**config.mk**
```make
export PLATFORM = sky130hd
export DESIGN_NAME = mem_bus_arbiter
export DESIGN_NICKNAME = d
export VERILOG_FILES = /design/src/rtl/mem_bus_arbiter_pkg.sv /design/src/rtl/mem_bus_arbiter.sv
export SDC_FILE = /design/constraint.sdc
export NUM_CORES = 1
export LEC_CHECK = 0
export BUFFER_PORTS_ARGS = -buffer_cell sky130_fd_sc_hd__buf_2
export CAP_MARGIN = 20
export CORE_MARGIN = 2
export CORE_UTILIZATION = 40
export DETAILED_ROUTE_END_ITERATION = 12
export PLACE_DENSITY = 0.85
export SKIP_CTS_REPAIR_TIMING = 1
export SLEW_MARGIN = 10
export SYNTH_ARGS = -nofsm -noshare
export SYNTH_HDL_FRONTEND = slang
export SYNTH_SLANG_ARGS = --single-unit
```
**constraint.sdc**
```tcl
create_clock -name CLK -period 1.55 [get_ports CLK]
set_clock_uncertainty 0.05 [all_clocks]
set_input_delay 0.31 -clock CLK [delete_from_list [all_inputs] [get_ports CLK]]
set_output_delay 0.31 -clock CLK [all_outputs]
set_load 0.03 [all_outputs]
```
**src/rtl/mem_bus_arbiter_pkg.sv**
```systemverilog
// mem_bus_arbiter_pkg: shared state, port-id and write-mask constants for the RAM arbiter
package mem_bus_arbiter_pkg;
  typedef enum logic [1:0] {
    ST_IDLE  = 2'd0,
    ST_ISSUE = 2'd1,
    ST_RESP  = 2'd2
  } state_e;
  localparam logic PORT_I = 1'b0;
  localparam logic PORT_D = 1'b1;
  localparam logic [3:0] WMASK_NONE = 4'b0000;
endpackage

```
**src/rtl/mem_bus_arbiter.sv**
```systemverilog
// mem_bus_arbiter: round-robin sharing of one synchronous RAM between fetch (I) and load/store (D) ports
module mem_bus_arbiter
  import mem_bus_arbiter_pkg::*;
#(
  parameter int ADDR_WIDTH = 32,
  parameter int DATA_WIDTH = 32
) (
  input  logic                  CLK,
  input  logic                  RESETN,
  input  logic                  I_REQ,
  input  logic [ADDR_WIDTH-1:0] I_ADDR,
  output logic [DATA_WIDTH-1:0] I_RDATA,
  output logic                  I_ACK,
  input  logic                  D_REQ,
  input  logic [ADDR_WIDTH-1:0] D_ADDR,
  input  logic [3:0]            D_WMASK,
  input  logic [DATA_WIDTH-1:0] D_WDATA,
  output logic [DATA_WIDTH-1:0] D_RDATA,
  output logic                  D_ACK,
  output logic [ADDR_WIDTH-3:0] M_ADDR,
  output logic                  M_RSTRB,
  output logic [3:0]            M_WMASK,
  output logic [DATA_WIDTH-1:0] M_WDATA,
  input  logic [DATA_WIDTH-1:0] M_RDATA,
  output logic [1:0]            GRANT
);
  state_e state_q, state_d;
  logic last_q, last_d, owner_q, owner_d, wr_q, wr_d, pick;
  logic i_ack_q, i_ack_d, d_ack_q, d_ack_d, m_rstrb_q, m_rstrb_d;
  logic [ADDR_WIDTH-3:0] m_addr_q, m_addr_d;
  logic [3:0] m_wmask_q, m_wmask_d;
  logic [DATA_WIDTH-1:0] m_wdata_q, m_wdata_d, i_rdata_q, i_rdata_d, d_rdata_q, d_rdata_d;
  logic [1:0] grant_q, grant_d;
  logic i_eff, d_eff;
  logic unused_addr_lsbs;

  assign unused_addr_lsbs = ^{I_ADDR[1:0], D_ADDR[1:0]};
  assign i_eff = I_REQ & ~i_ack_q;
  assign d_eff = D_REQ & ~d_ack_q;

  function automatic logic rr_pick(input logic i_req, input logic d_req);
    return (i_req & d_req) ? ~last_q : (i_req ? PORT_I : PORT_D);
  endfunction

  // Register every piece of state and every output; reset drops any transaction in flight
  always_ff @(posedge CLK) begin
    if (!RESETN) begin
      state_q   <= ST_IDLE;
      last_q    <= PORT_D;
      owner_q   <= PORT_I;
      wr_q      <= 1'b0;
      i_ack_q   <= 1'b0;
      d_ack_q   <= 1'b0;
      m_rstrb_q <= 1'b0;
      m_addr_q  <= '0;
      m_wmask_q <= WMASK_NONE;
      m_wdata_q <= '0;
      i_rdata_q <= '0;
      d_rdata_q <= '0;
      grant_q   <= 2'b00;
    end else begin
      state_q   <= state_d;
      last_q    <= last_d;
      owner_q   <= owner_d;
      wr_q      <= wr_d;
      i_ack_q   <= i_ack_d;
      d_ack_q   <= d_ack_d;
      m_rstrb_q <= m_rstrb_d;
      m_addr_q  <= m_addr_d;
      m_wmask_q <= m_wmask_d;
      m_wdata_q <= m_wdata_d;
      i_rdata_q <= i_rdata_d;
      d_rdata_q <= d_rdata_d;
      grant_q   <= grant_d;
    end
  end

  // IDLE grants and latches the request, ISSUE holds the one-cycle strobe, RESP captures data and queues the ACK
  always_comb begin
    state_d   = state_q;
    last_d    = last_q;
    owner_d   = owner_q;
    wr_d      = wr_q;
    i_ack_d   = 1'b0;
    d_ack_d   = 1'b0;
    m_rstrb_d = 1'b0;
    m_addr_d  = m_addr_q;
    m_wmask_d = WMASK_NONE;
    m_wdata_d = m_wdata_q;
    i_rdata_d = i_rdata_q;
    d_rdata_d = d_rdata_q;
    grant_d   = grant_q;
    pick      = rr_pick(i_eff, d_eff);
    case (state_q)
      ST_IDLE: if (i_eff | d_eff) begin
        owner_d   = pick;
        last_d    = pick;
        wr_d      = (pick == PORT_D) && (D_WMASK != WMASK_NONE);
        m_addr_d  = (pick == PORT_D) ? D_ADDR[ADDR_WIDTH-1:2] : I_ADDR[ADDR_WIDTH-1:2];
        m_rstrb_d = ~wr_d;
        m_wmask_d = wr_d ? D_WMASK : WMASK_NONE;
        m_wdata_d = (pick == PORT_D) ? D_WDATA : '0;
        grant_d   = (pick == PORT_D) ? 2'b10 : 2'b01;
        state_d   = ST_ISSUE;
      end
      ST_ISSUE: state_d = ST_RESP;
      ST_RESP: begin
        i_rdata_d = (!wr_q && owner_q == PORT_I) ? M_RDATA : i_rdata_q;
        d_rdata_d = (!wr_q && owner_q == PORT_D) ? M_RDATA : d_rdata_q;
        i_ack_d   = owner_q == PORT_I;
        d_ack_d   = owner_q == PORT_D;
        grant_d   = 2'b00;
        state_d   = ST_IDLE;
      end
      default: state_d = ST_IDLE;
    endcase
  end

  assign I_RDATA = i_rdata_q;
  assign I_ACK   = i_ack_q;
  assign D_RDATA = d_rdata_q;
  assign D_ACK   = d_ack_q;
  assign M_ADDR  = m_addr_q;
  assign M_RSTRB = m_rstrb_q;
  assign M_WMASK = m_wmask_q;
  assign M_WDATA = m_wdata_q;
  assign GRANT   = grant_q;
endmodule

```
==> summary.txt, run 1 <==
Synth
  – Synth area leader: dfxtp_1
  – Post-synthesis cell area: 4840 um2
  – Synth top area share: 0.579
  – Synthesized area per cell: 9.70 um2
  – Post-synth EDFFs: 0
  – Unique cell type count in the Yosys netlist: 34
  – Syn nets: 635
  – Largest cells by area after synthesis: dfxtp_1 58%, nand2_1 10%, a21oi_1 6.7%
  – Main synth FF type: dfxtp_1
  – Seq/Total Area, Yosys: 0.579
  – #FFs+latches synth: 140
  – Synth Instances: 499
  – Asr flop ratio synth: 0
  – Synth warnings: 0

Layout
  – Fin util: 0.644
  – P&R area growth vs syn: 58.5%
  – # diodes: 0
  – Share of layout cells above drive strength 1: 0.509
  – Nets: 929

Route
  – Detailed-route DRC error count: 0
  – Routed Antenna Nets: 0
  – First DRT Iteration DRCs: 316
  – WL/cell: 17.3 um
  – First drt pass iteration count: 4
  – Vias: 4798
  – Vias per Instance: 5.04
  – Final WL: 16.5 mm

Placed design
  – Post-DP HPWL: 10.3 mm
  – GPL Wtd Cong: 0.808
  – IO Port Bufs: 266
  – Worst slack, placed: -0.244 ns

Power
  – Pleak: 3.70 nW
  – Worst IR drop on VDD: 0.000780 V
  – Pwr Density: 1240 nW/um2
  – Pwr Total: 9.52 mW

Critical path
  – Critical Path End: M_WDATA[20]
  – Reg-to-Reg End: M_WDATA[20]
  – R2R cell count: 7
  – Worst Path Buf+Inv: 4
  – CP Depth: 7
  – Setup slack, reg-to-reg: -0.09 ns
  – Worst EP required: 1.85 ns
  – CP Class: reg -> reg
  – Crit-path slowest cell: a2111oi_4
  – CP delay by family, top: buffers and inverters
  – Largest fanout on the critical path: 14
  – Reg-to-reg critical path startpoint: D_ACK
  – CP max stage delay: 0.33 ns
  – CP cell instances: nand2b_4, buf_6, a2111oi_4, buf_6, buf_12, buf_12, a22o_1
  – Crit start category: flip-flop
  – Crit path launch: D_ACK
  – Critical path endpoint category: flip-flop
  – Crit path DAT: 1.95 ns

Run status
  – Failing checks: setup timing
  – Status: finished with violations

Clock network
  – Clock Tree Root: clkbuf_16
  – Clk_lat worst skew: 0.41 ns
  – CTS tree: done
  – Clk slew on worst S/H paths: 0.06 ns
  – CTS Sinks: 140
  – Num CTS Buffers: 17
  – H-tree levels: 4
  – Max Root-Sink Buffers: 2

Timing
  – Endpoints failing setup: 75
  – Highest clock rate: 0.608 GHz
  – Pins Over Slew Limit: 0
  – Hold WS: 0.0529 ns
  – RSZ-0062 raised after global routing: yes
  – Slew headroom: 0.430
  – Fin. Hold Viols: 0
  – Final min period: 1.64 ns
  – Period utilization: 1.06
  – Setup ws final: -0.0943 ns
  – Actual slew at the worst max-slew pin: 0.855 ns

GRT
  – GR Overflow Total: 0
  – GRT Overall Usage: 0.211
  – Vias in the first global route: 4270
  – Largest net degree at the start of global routing: 69
  – First-pass GRT wire length: 21.4 mm
  – Antenna violations before repair: 0

Floorplanning
  – Core area: 11900 um2
  – Die X: 114 um
  – Die area: 13000 um2
  – Rows: 40
  – Die height: 114 um
  – Initial Util: 0.406
  – Ports: 271

Min path
  – Hold path depth: 2
  – Hold Startpoint: D_WDATA[29]
  – Hold crit path type: in -> reg

Run
  – Max capacitance violation total: 0
-- power by group --
part / internal, mW / total [mW] / leakage, nW / switching (mW)
Combinational: 0.571 / 1.43 / 2.26 / 0.859
Sequential: 3.79 / 3.90 / 1.14 / 0.107
Clock: 2.62 / 4.19 / 0.296 / 1.57
-- stage by stage --
stage	cells	setup TNS [ns]	area, um2
final	952	-2.85	7670
after detailed placement	905	-11.60	6510
after CTS	936	-9.02	7120
after global placement	905	-12.65	6510
after global routing	952	-8.41	7670
after floorplan	499	0	4850
-- cells by family (layout without fill, tap and decap cells) --
family / Yosys count / in the layout / synth area share
simple gates: 185 / 188 / 0.176
flops: 140 / 140 / 0.579
compound gates: 135 / 135 / 0.204
buf+inv: 39 / 342 / 0.0416
-- routing by layer --
metal,track usage,part of all wire
met4,0.0862,0.019
met1,0.239,0.38
met5,0,0
met2,0.359,0.52
met3,0.0755,0.073
-- Yosys cell counts (2+ instances only) --
library cell,instances
a21oi_1,65
nor3_2,2
a22o_1,32
nor3_1,3
nand2_1,129
and2_1,35
buf_6,5
nor2_1,3
dfxtp_1,140
a221o_1,30
or3_1,2
clkbuf_2,2
nand2b_1,2
buf_2,9
inv_1,2
clkbuf_1,19
o21ai_0,2
-- flip-flops by register name (all words and copies together) (netlist names), 2 cells and up --
register and flops:
D_RDATA 32, GRANT 2, I_RDATA 32, M_ADDR 30
M_WDATA 32, M_WMASK 4, state_q 2
-- cells in the final DEF (no fill, tap or decap), types with 3 or more instances in the layout --
| master | count |
|---|---|
| buf_2 | 266 |
| dfxtp_1 | 137 |
| nand2_1 | 106 |
| a21oi_1 | 44 |
| a22o_1 | 32 |
| a221o_1 | 30 |
| and2_1 | 28 |
| clkbuf_16 | 22 |
| a21oi_2 | 21 |
| nand2_4 | 17 |
| buf_4 | 16 |
| buf_6 | 10 |
| buf_12 | 10 |
| and2_4 | 7 |
| nand2_2 | 6 |
| clkinv_4 | 4 |
| dfxtp_2 | 3 |
| nor3_4 | 3 |
| nor2_1 | 3 |
| bufinv_16 | 3 |
-- worst min path at each step --
stage | slack, ns | end
4_1_cts | 0.04 | M_WDATA[29]
3_3_place_gp | 0.39 | I_RDATA[23]
6_report | 0.05 | M_WDATA[29]
5_1_grt | 0.04 | M_WDATA[23]
3_5_place_dp | 0.39 | D_RDATA[11]
2_1_floorplan | 0.34 | last_q
-- cell type report --
| type | count | area, um2 |
|---|---|---|
| flip-flops and latches | 140 | 2810 |
| fillers | 973 | 4240 |
| clock inverters | 12 | 163 |
| repair buffers | 308 | 1900 |
| clock buffers | 19 | 453 |
| multi-input cells | 323 | 2150 |
| inverters | 3 | 11.3 |
| well taps | 147 | 184 |
Note: power is estimated with default switching activity, not from simulation.
==> run 2: changes to the inputs <==
--- a/config.mk
+++ b/config.mk
@@ -5,12 +5,11 @@
 export SDC_FILE = /design/constraint.sdc
 export NUM_CORES = 1
 export LEC_CHECK = 0
-export BUFFER_PORTS_ARGS = -buffer_cell sky130_fd_sc_hd__buf_2
 export CAP_MARGIN = 20
-export CORE_MARGIN = 2
-export CORE_UTILIZATION = 40
+export CORE_UTILIZATION = 33
 export DETAILED_ROUTE_END_ITERATION = 12
-export PLACE_DENSITY = 0.85
+export DONT_BUFFER_PORTS = 1
+export PLACE_DENSITY = 0.57
 export SKIP_CTS_REPAIR_TIMING = 1
 export SLEW_MARGIN = 10
 export SYNTH_ARGS = -nofsm -noshare
==> run 2 against run 1 <==
  * The run ends with hold timing, setup timing left
  * Fmax shrank 1.7%
  * Global-route usage shrank 5.1 points
  * Via count decreased by 11%
  * Die area is 17% higher
  * Worst setup slack lost 0.029 ns
  * Critical path type unchanged
  * Critical endpoint is now M_WDATA[16]
==> summary.txt, run 2 (same netlist as run 1, synthesis figures left out) <==
Run status
  – Status: finished with violations (unchanged)
  – Failing checks: hold timing, setup timing (was setup timing)

Placed design
  – IO Port Bufs: 0 (was 266)
  – Worst slack, placed: -0.308 ns (was -0.244 ns)
  – Placed Cells: 669 (was 905)
  – Post-DP HPWL: 8.98 mm (was 10.3 mm)
  – Placed cell areas: 5180 um2 (was 6510 um2)
  – GPL Wtd Cong: 0.768 (was 0.808)

Power
  – Combinational group share of total power: 0.106 (was 0.150)
  – Sw Ratio: 0.280 (was 0.266)
  – Pwr Density: 1240 nW/um2 (about the same)
  – Clock power share: 0.415 (was 0.440)
  – Pleak: 2.70 nW (was 3.70 nW)
  – Reg power frac: 0.479 (was 0.410)
  – Internal: 6.44 mW (was 6.99 mW)
  – Pwr Total: 8.94 mW (was 9.52 mW)
  – Sw power: 2.50 mW (was 2.53 mW)
  – Worst IR drop on VDD: 0.000693 V (was 0.000780 V)

Critical path
  – Worst EP required: 1.85 ns (about the same)
  – CP cell instances: or2_4, buf_6, a2111oi_4, buf_6, clkbuf_16, buf_16, a22o_1 (was nand2b_4, buf_6, a2111oi_4, buf_6, buf_12, buf_12, a22o_1)
  – Most common cell on crit path: buf_6
  – Crit-path slowest cell: dfxtp_1 (was a2111oi_4)
  – Crit start category: flip-flop (unchanged)
  – Critical path endpoint category: flip-flop (unchanged)
  – CP max stage delay: 0.31 ns (was 0.33 ns)
  – Crit path DAT: 1.97 ns (was 1.95 ns)
  – CP Class: reg -> reg (unchanged)
  – CP delay by family, top: buffers and inverters (unchanged)
  – Worst Path Buf+Inv: 4 (unchanged)
  – Largest fanout on the critical path: 13 (was 14)

Layout
  – # diodes: 0 (unchanged)
  – P&R area growth vs syn: 48.9% (was 58.5%)
  – Share of layout cells above drive strength 1: 0.208 (was 0.509)
  – Commonest cells after routing, fill and taps aside: 138 x dfxtp_1, 118 x nand2_1, 99 x dlygate4sd3_1, 46 x a21oi_1, 32 x a22o_1 (was 266 x buf_2, 137 x dfxtp_1, 106 x nand2_1, 44 x a21oi_1, 32 x a22o_1)
  – Number of fill cells: 1216 (was 973)
  – Nets: 763 (was 929)
  – Commonest non-fill, non-tap cell in the layout: dfxtp_1 (was buf_2)
  – Non-filler cells, final: 820 (was 952)
  – Design area: 7210 um2 (was 7670 um2)

Clock network
  – H-tree levels: 4 (unchanged)
  – CTS Sinks: 140 (unchanged)
  – CTS tree: done (unchanged)
  – Clk_lat worst skew: 0.41 ns (about the same)
  – Num CTS Buffers: 17 (unchanged)
  – Clock Tree Root: clkbuf_16 (unchanged)
  – Clk slew on worst S/H paths: 0.06 ns (about the same)
  – Max Root-Sink Buffers: 2 (unchanged)

Timing
  – Endpoints failing setup: 58 (was 75)
  – Period utilization: 1.08 (was 1.06)
  – Actual slew at the worst max-slew pin: 0.846 ns (was 0.855 ns)
  – Slew headroom: 0.436 (was 0.430)
  – Pins Over Slew Limit: 0 (unchanged)
  – Hold WS: -0.000511 ns (was 0.0529 ns)
  – Highest clock rate: 0.598 GHz (was 0.608 GHz)
  – Setup ws final: -0.123 ns (was -0.0943 ns)
  – Fin. Hold Viols: 1 (was 0)
  – RSZ-0062 raised after global routing: yes (unchanged)
  – Final min period: 1.67 ns (was 1.64 ns)
  – TNS Setup: -4.38 ns (was -2.85 ns)

Floorplanning
  – Die height: 123 um (was 114 um)
  – Core area: 14100 um2 (was 11900 um2)
  – Rows: 43 (was 40)
  – Ports: 271 (unchanged)
  – Initial Util: 0.343 (was 0.406)
  – Die X: 123 um (was 114 um)
  – Die area: 15200 um2 (was 13000 um2)

Route
  – Detailed-route DRC error count: 0 (unchanged)
  – Final WL: 16.4 mm (was 16.5 mm)
  – Routed Antenna Nets: 0 (unchanged)
  – First drt pass iteration count: 4 (unchanged)
  – First DRT Iteration DRCs: 230 (was 316)
  – Vias: 4272 (was 4798)
  – Vias per Instance: 5.21 (was 5.04)
  – WL/cell: 20.0 um (was 17.3 um)

Run
  – Max capacitance violation total: 0 (unchanged)

Min path
  – Hold crit path type: in -> reg (unchanged)

GRT
  – Antenna violations before repair: 0 (unchanged)
  – GRT Overall Usage: 0.160 (was 0.211)
  – First-pass GRT wire length: 17.9 mm (was 21.4 mm)
  – Vias in the first global route: 3439 (was 4270)
  – GR Overflow Total: 0 (unchanged)
  – Largest net degree at the start of global routing: 69 (unchanged)
[run 2: cell count changes in the layout (fill, tap and decap cells not counted), moves of 4 or more]
| cell | before | now |
|---|---|---|
| buf_2 | 266 | 0 |
| dlygate4sd3_1 | 0 | 99 |
| nand2_4 | 17 | 0 |
| nand2_1 | 106 | 118 |
| nand2_2 | 6 | 11 |
| buf_4 | 16 | 20 |
[run 2: worst paths after layout]
path                   start     endpoint  slack, ns  cells past startpoint
setup reg to reg  state_q[0]  M_WDATA[16]      -0.12                      7
setup / recovery  state_q[0]  M_WDATA[16]      -0.12                      7
hold reg to reg   state_q[1]   state_q[1]       0.49                      2
hold / removal    M_RDATA[4]   D_RDATA[4]    -0.0005                      2
[run 2: layout make-up]
cell class              instances  area, um2  share of cell area
inverters                       3       11.3             0.00156
repair buffers                143       1600               0.222
multi-input cells             322       2020               0.281
clock buffers                  19        453              0.0628
flip-flops and latches        140       2810               0.389
well taps                     180        225              0.0313
clock inverters                13       92.6              0.0128
[run 2: power groups by stage]
stage | clock network, mW | registers [mW] | logic, mW
after floorplan | 0 | 4.31 | 0.382
after global routing | 3.94 | 4.30 | 1.01
after detailed placement | 0 | 4.36 | 0.538
after CTS | 3.78 | 4.28 | 0.541
final | 3.71 | 4.28 | 0.944
after global placement | 0 | 4.35 | 0.516
[run 2: per-stage QoR]
stage / utilization / hold WS, ns
after floorplan: - / 0.336
after CTS: 0.406 / -0.0944
after detailed placement: 0.368 / 0.345
after global placement: 0.368 / 0.343
after global routing: 0.511 / 0.0132
final: 0.511 / -0.000511
[run 2: worst reg2reg max path, stage by stage, from the launching register on]
cell,delay (ns)
dfxtp_1,0.31
or2_4,0.27
buf_6,0.13
a2111oi_4,0.21
buf_6,0.20
clkbuf_16,0.17
buf_16,0.13
a22o_1,0.15
[run 2: per-layer routing]
layer | global-route usage | routed length (um)
met1 | 0.167 | 6330
met2 | 0.256 | 8090
met3 | 0.0918 | 1710
met4 | 0.0806 | 275
met5 | 0 | 0
==> run 3: changes to the inputs <==
--- a/config.mk
+++ b/config.mk
@@ -5,11 +5,12 @@
 export SDC_FILE = /design/constraint.sdc
 export NUM_CORES = 1
 export LEC_CHECK = 0
+export BUFFER_PORTS_ARGS = -buffer_cell sky130_fd_sc_hd__buf_2
 export CAP_MARGIN = 20
+export CORE_MARGIN = 4
 export CORE_UTILIZATION = 33
 export DETAILED_ROUTE_END_ITERATION = 12
-export DONT_BUFFER_PORTS = 1
-export PLACE_DENSITY = 0.57
+export PLACE_DENSITY = 0.74
 export SKIP_CTS_REPAIR_TIMING = 1
 export SLEW_MARGIN = 10
 export SYNTH_ARGS = -nofsm -noshare
==> run 3 against run 2 <==
  * The flow now finishes without violations
  * Sequential share of layout area fell by 0.49 points
  * Clock-buffer cell count did not move
  * Core utilization rose by 0.67 points
  * Flip-flop and latch count did not move
  * Register-to-register slack improved by 0.13 ns
  * Critical path depth fell by 2
  * Combinational power rose by 40%
==> summary.txt, run 3 (same netlist as run 1, synthesis figures left out) <==
GRT
  – Antenna violations before repair: 1 (was 0)
  – Largest net degree at the start of global routing: 69 (unchanged)
  – GRT Overall Usage: 0.175 (was 0.160)
  – GR Overflow Total: 0 (unchanged)
  – First-pass GRT wire length: 23.2 mm (was 17.9 mm)
  – Vias in the first global route: 4531 (was 3439)

Floorplanning
  – Ports: 271 (unchanged)
  – Initial Util: 0.343 (unchanged)
  – Core area: 14100 um2 (unchanged)
  – Die X: 129 um (was 123 um)
  – Rows: 43 (unchanged)
  – Die height: 129 um (was 123 um)
  – Die area: 16700 um2 (was 15200 um2)

Clock network
  – H-tree levels: 4 (unchanged)
  – Num CTS Buffers: 17 (unchanged)
  – Clock Tree Root: clkbuf_16 (unchanged)
  – Clk_lat worst skew: 0.41 ns (about the same)
  – CTS tree: done (unchanged)
  – CTS Sinks: 140 (unchanged)
  – Max Root-Sink Buffers: 2 (unchanged)
  – Clk slew on worst S/H paths: 0.06 ns (about the same)

Run
  – Max capacitance violation total: 0 (unchanged)

Timing
  – Fin. Hold Viols: 0 (was 1)
  – Final min period: 1.55 ns (was 1.67 ns)
  – Hold WS: 0.0511 ns (was -0.000511 ns)
  – Endpoints failing setup: 0 (was 58)
  – Actual slew at the worst max-slew pin: 0.348 ns (was 0.846 ns)
  – RSZ-0062 raised after global routing: yes (unchanged)
  – Period utilization: 0.997 (was 1.08)
  – Pins Over Slew Limit: 0 (unchanged)
  – Slew headroom: 0.767 (was 0.436)
  – Highest clock rate: 0.647 GHz (was 0.598 GHz)

Placed design
  – IO Port Bufs: 266 (was 0)
  – Placed cell areas: 6580 um2 (was 5180 um2)
  – Post-DP HPWL: 11.1 mm (was 8.98 mm)
  – GPL Wtd Cong: 0.805 (was 0.768)

Power
  – Pwr Total: 9.53 mW (was 8.94 mW)
  – Pleak: 3.44 nW (was 2.70 nW)
  – Pwr Density: 1310 nW/um2 (was 1240 nW/um2)
  – Worst IR drop on VDD: 0.000743 V (was 0.000693 V)

Layout
  – P&R area growth vs syn: 50.9% (was 48.9%)
  – Commonest non-fill, non-tap cell in the layout: buf_2 (was dfxtp_1)
  – Commonest cells after routing, fill and taps aside: 266 x buf_2, 137 x dfxtp_1, 129 x nand2_1, 65 x a21oi_1 (was 138 x dfxtp_1, 118 x nand2_1, 99 x dlygate4sd3_1, 46 x a21oi_1, 32 x a22o_1)
  – Design area: 7300 um2 (was 7210 um2)
  – Nets: 916 (was 763)
  – Share of layout cells above drive strength 1: 0.436 (was 0.208)
  – # diodes: 0 (unchanged)
  – Number of fill cells: 1303 (was 1216)

Run status
  – Status: complete, no violations (was finished with violations)

Critical path
  – CP Depth: 5 (was 7)
  – Crit path DAT: 1.79 ns (was 1.97 ns)
  – CP Class: reg -> reg (unchanged)
  – Critical path endpoint category: flip-flop (unchanged)
  – R2R cell count: 5 (was 7)
  – Crit-path slowest cell: a221o_1 (was dfxtp_1)
  – CP cell instances: or2_4, a21oi_4, nor2_4, buf_12, a221o_1 (was or2_4, buf_6, a2111oi_4, buf_6, clkbuf_16, buf_16, a22o_1)
  – Worst EP required: 1.79 ns (was 1.85 ns)
  – Crit start category: flip-flop (unchanged)
  – CP delay by family, top: compound AO/OA/AOI/OAI gates (was buffers and inverters)
  – CP max stage delay: 0.35 ns (was 0.31 ns)
  – Largest fanout on the critical path: 9 (was 13)
  – Worst Path Buf+Inv: 1 (was 4)

Route
  – Vias: 4693 (was 4272)
  – First DRT Iteration DRCs: 219 (was 230)
  – Routed Antenna Nets: 0 (unchanged)
  – Detailed-route DRC error count: 0 (unchanged)
  – WL/cell: 15.8 um (was 20.0 um)
  – First drt pass iteration count: 4 (unchanged)
  – Vias per Instance: 4.82 (was 5.21)
  – Final WL: 15.4 mm (was 16.4 mm)

Min path
  – Hold path depth: 2 (unchanged)
  – Hold crit path type: in -> reg (unchanged)
run 3: changes by cell type in the layout (fill, tap and decap cells not counted), moves of 6 or more:
cell / change
a21oi_1: +19
clkbuf_16: -6
and2_4: -7
a21oi_2: -19
buf_2: +266
dlygate4sd3_1: -99
and2_1: +7
nand2_1: +11
nand2_2: -11
run 3: final cells by class:
cell class | instances | area (um2) | area share
flip-flops and latches | 140 | 2810 | 0.384
clock buffers | 19 | 443 | 0.0607
repair buffers | 297 | 1750 | 0.240
inverters | 3 | 11.3 | 0.00154
clock inverters | 13 | 191 | 0.0262
well taps | 180 | 225 | 0.0308
multi-input cells | 321 | 1870 | 0.257
run 3: final timing paths:
kind,startpoint,to,slack (ns)
max,state_q[1],M_ADDR[25],0.004
min,D_WDATA[22],M_WDATA[22],0.05
max reg2reg,state_q[1],M_ADDR[25],0.004
min reg2reg,I_RDATA[0],I_RDATA[0],0.40
run 3: metal layers:
layer	wire length [um]	global-route usage	up-vias
li1	-	-	2292
met4	236	0.0457	2
met2	7280	0.290	218
met3	1700	0.0862	22
met1	6150	0.203	2159
met5	13	0	-
run 3: worst register-to-register path: cells and delay by family, from the launching register on:
| family | cells | cell delay (ns) |
|---|---|---|
| DFF | 1 | 0.31 |
| AOI/OAI and AO/OA | 2 | 0.52 |
| and+or+nand+nor | 2 | 0.39 |
| buffers and inverters | 1 | 0.15 |
run 3: per-stage QoR:
stage | worst slack [ns] | std cells | util | TNS, ns
after global placement | -0.0608 | 934 | 0.467 | -2.16
after CTS | -0.00682 | 966 | 0.512 | -0.00713
final | 0.00411 | 973 | 0.518 | 0
after floorplan | 0.0153 | 499 | - | 0
after global routing | -0.0391 | 973 | 0.518 | -0.690
after detailed placement | -0.101 | 934 | 0.467 | -3.32
run 3: where the power goes:
group          internal, mW  switching, mW  total (mW)  leakage, nW
sequential             3.79          0.102        3.89         1.14
clock                  2.75           1.57        4.31        0.300
combinational         0.531          0.792        1.32         2.00
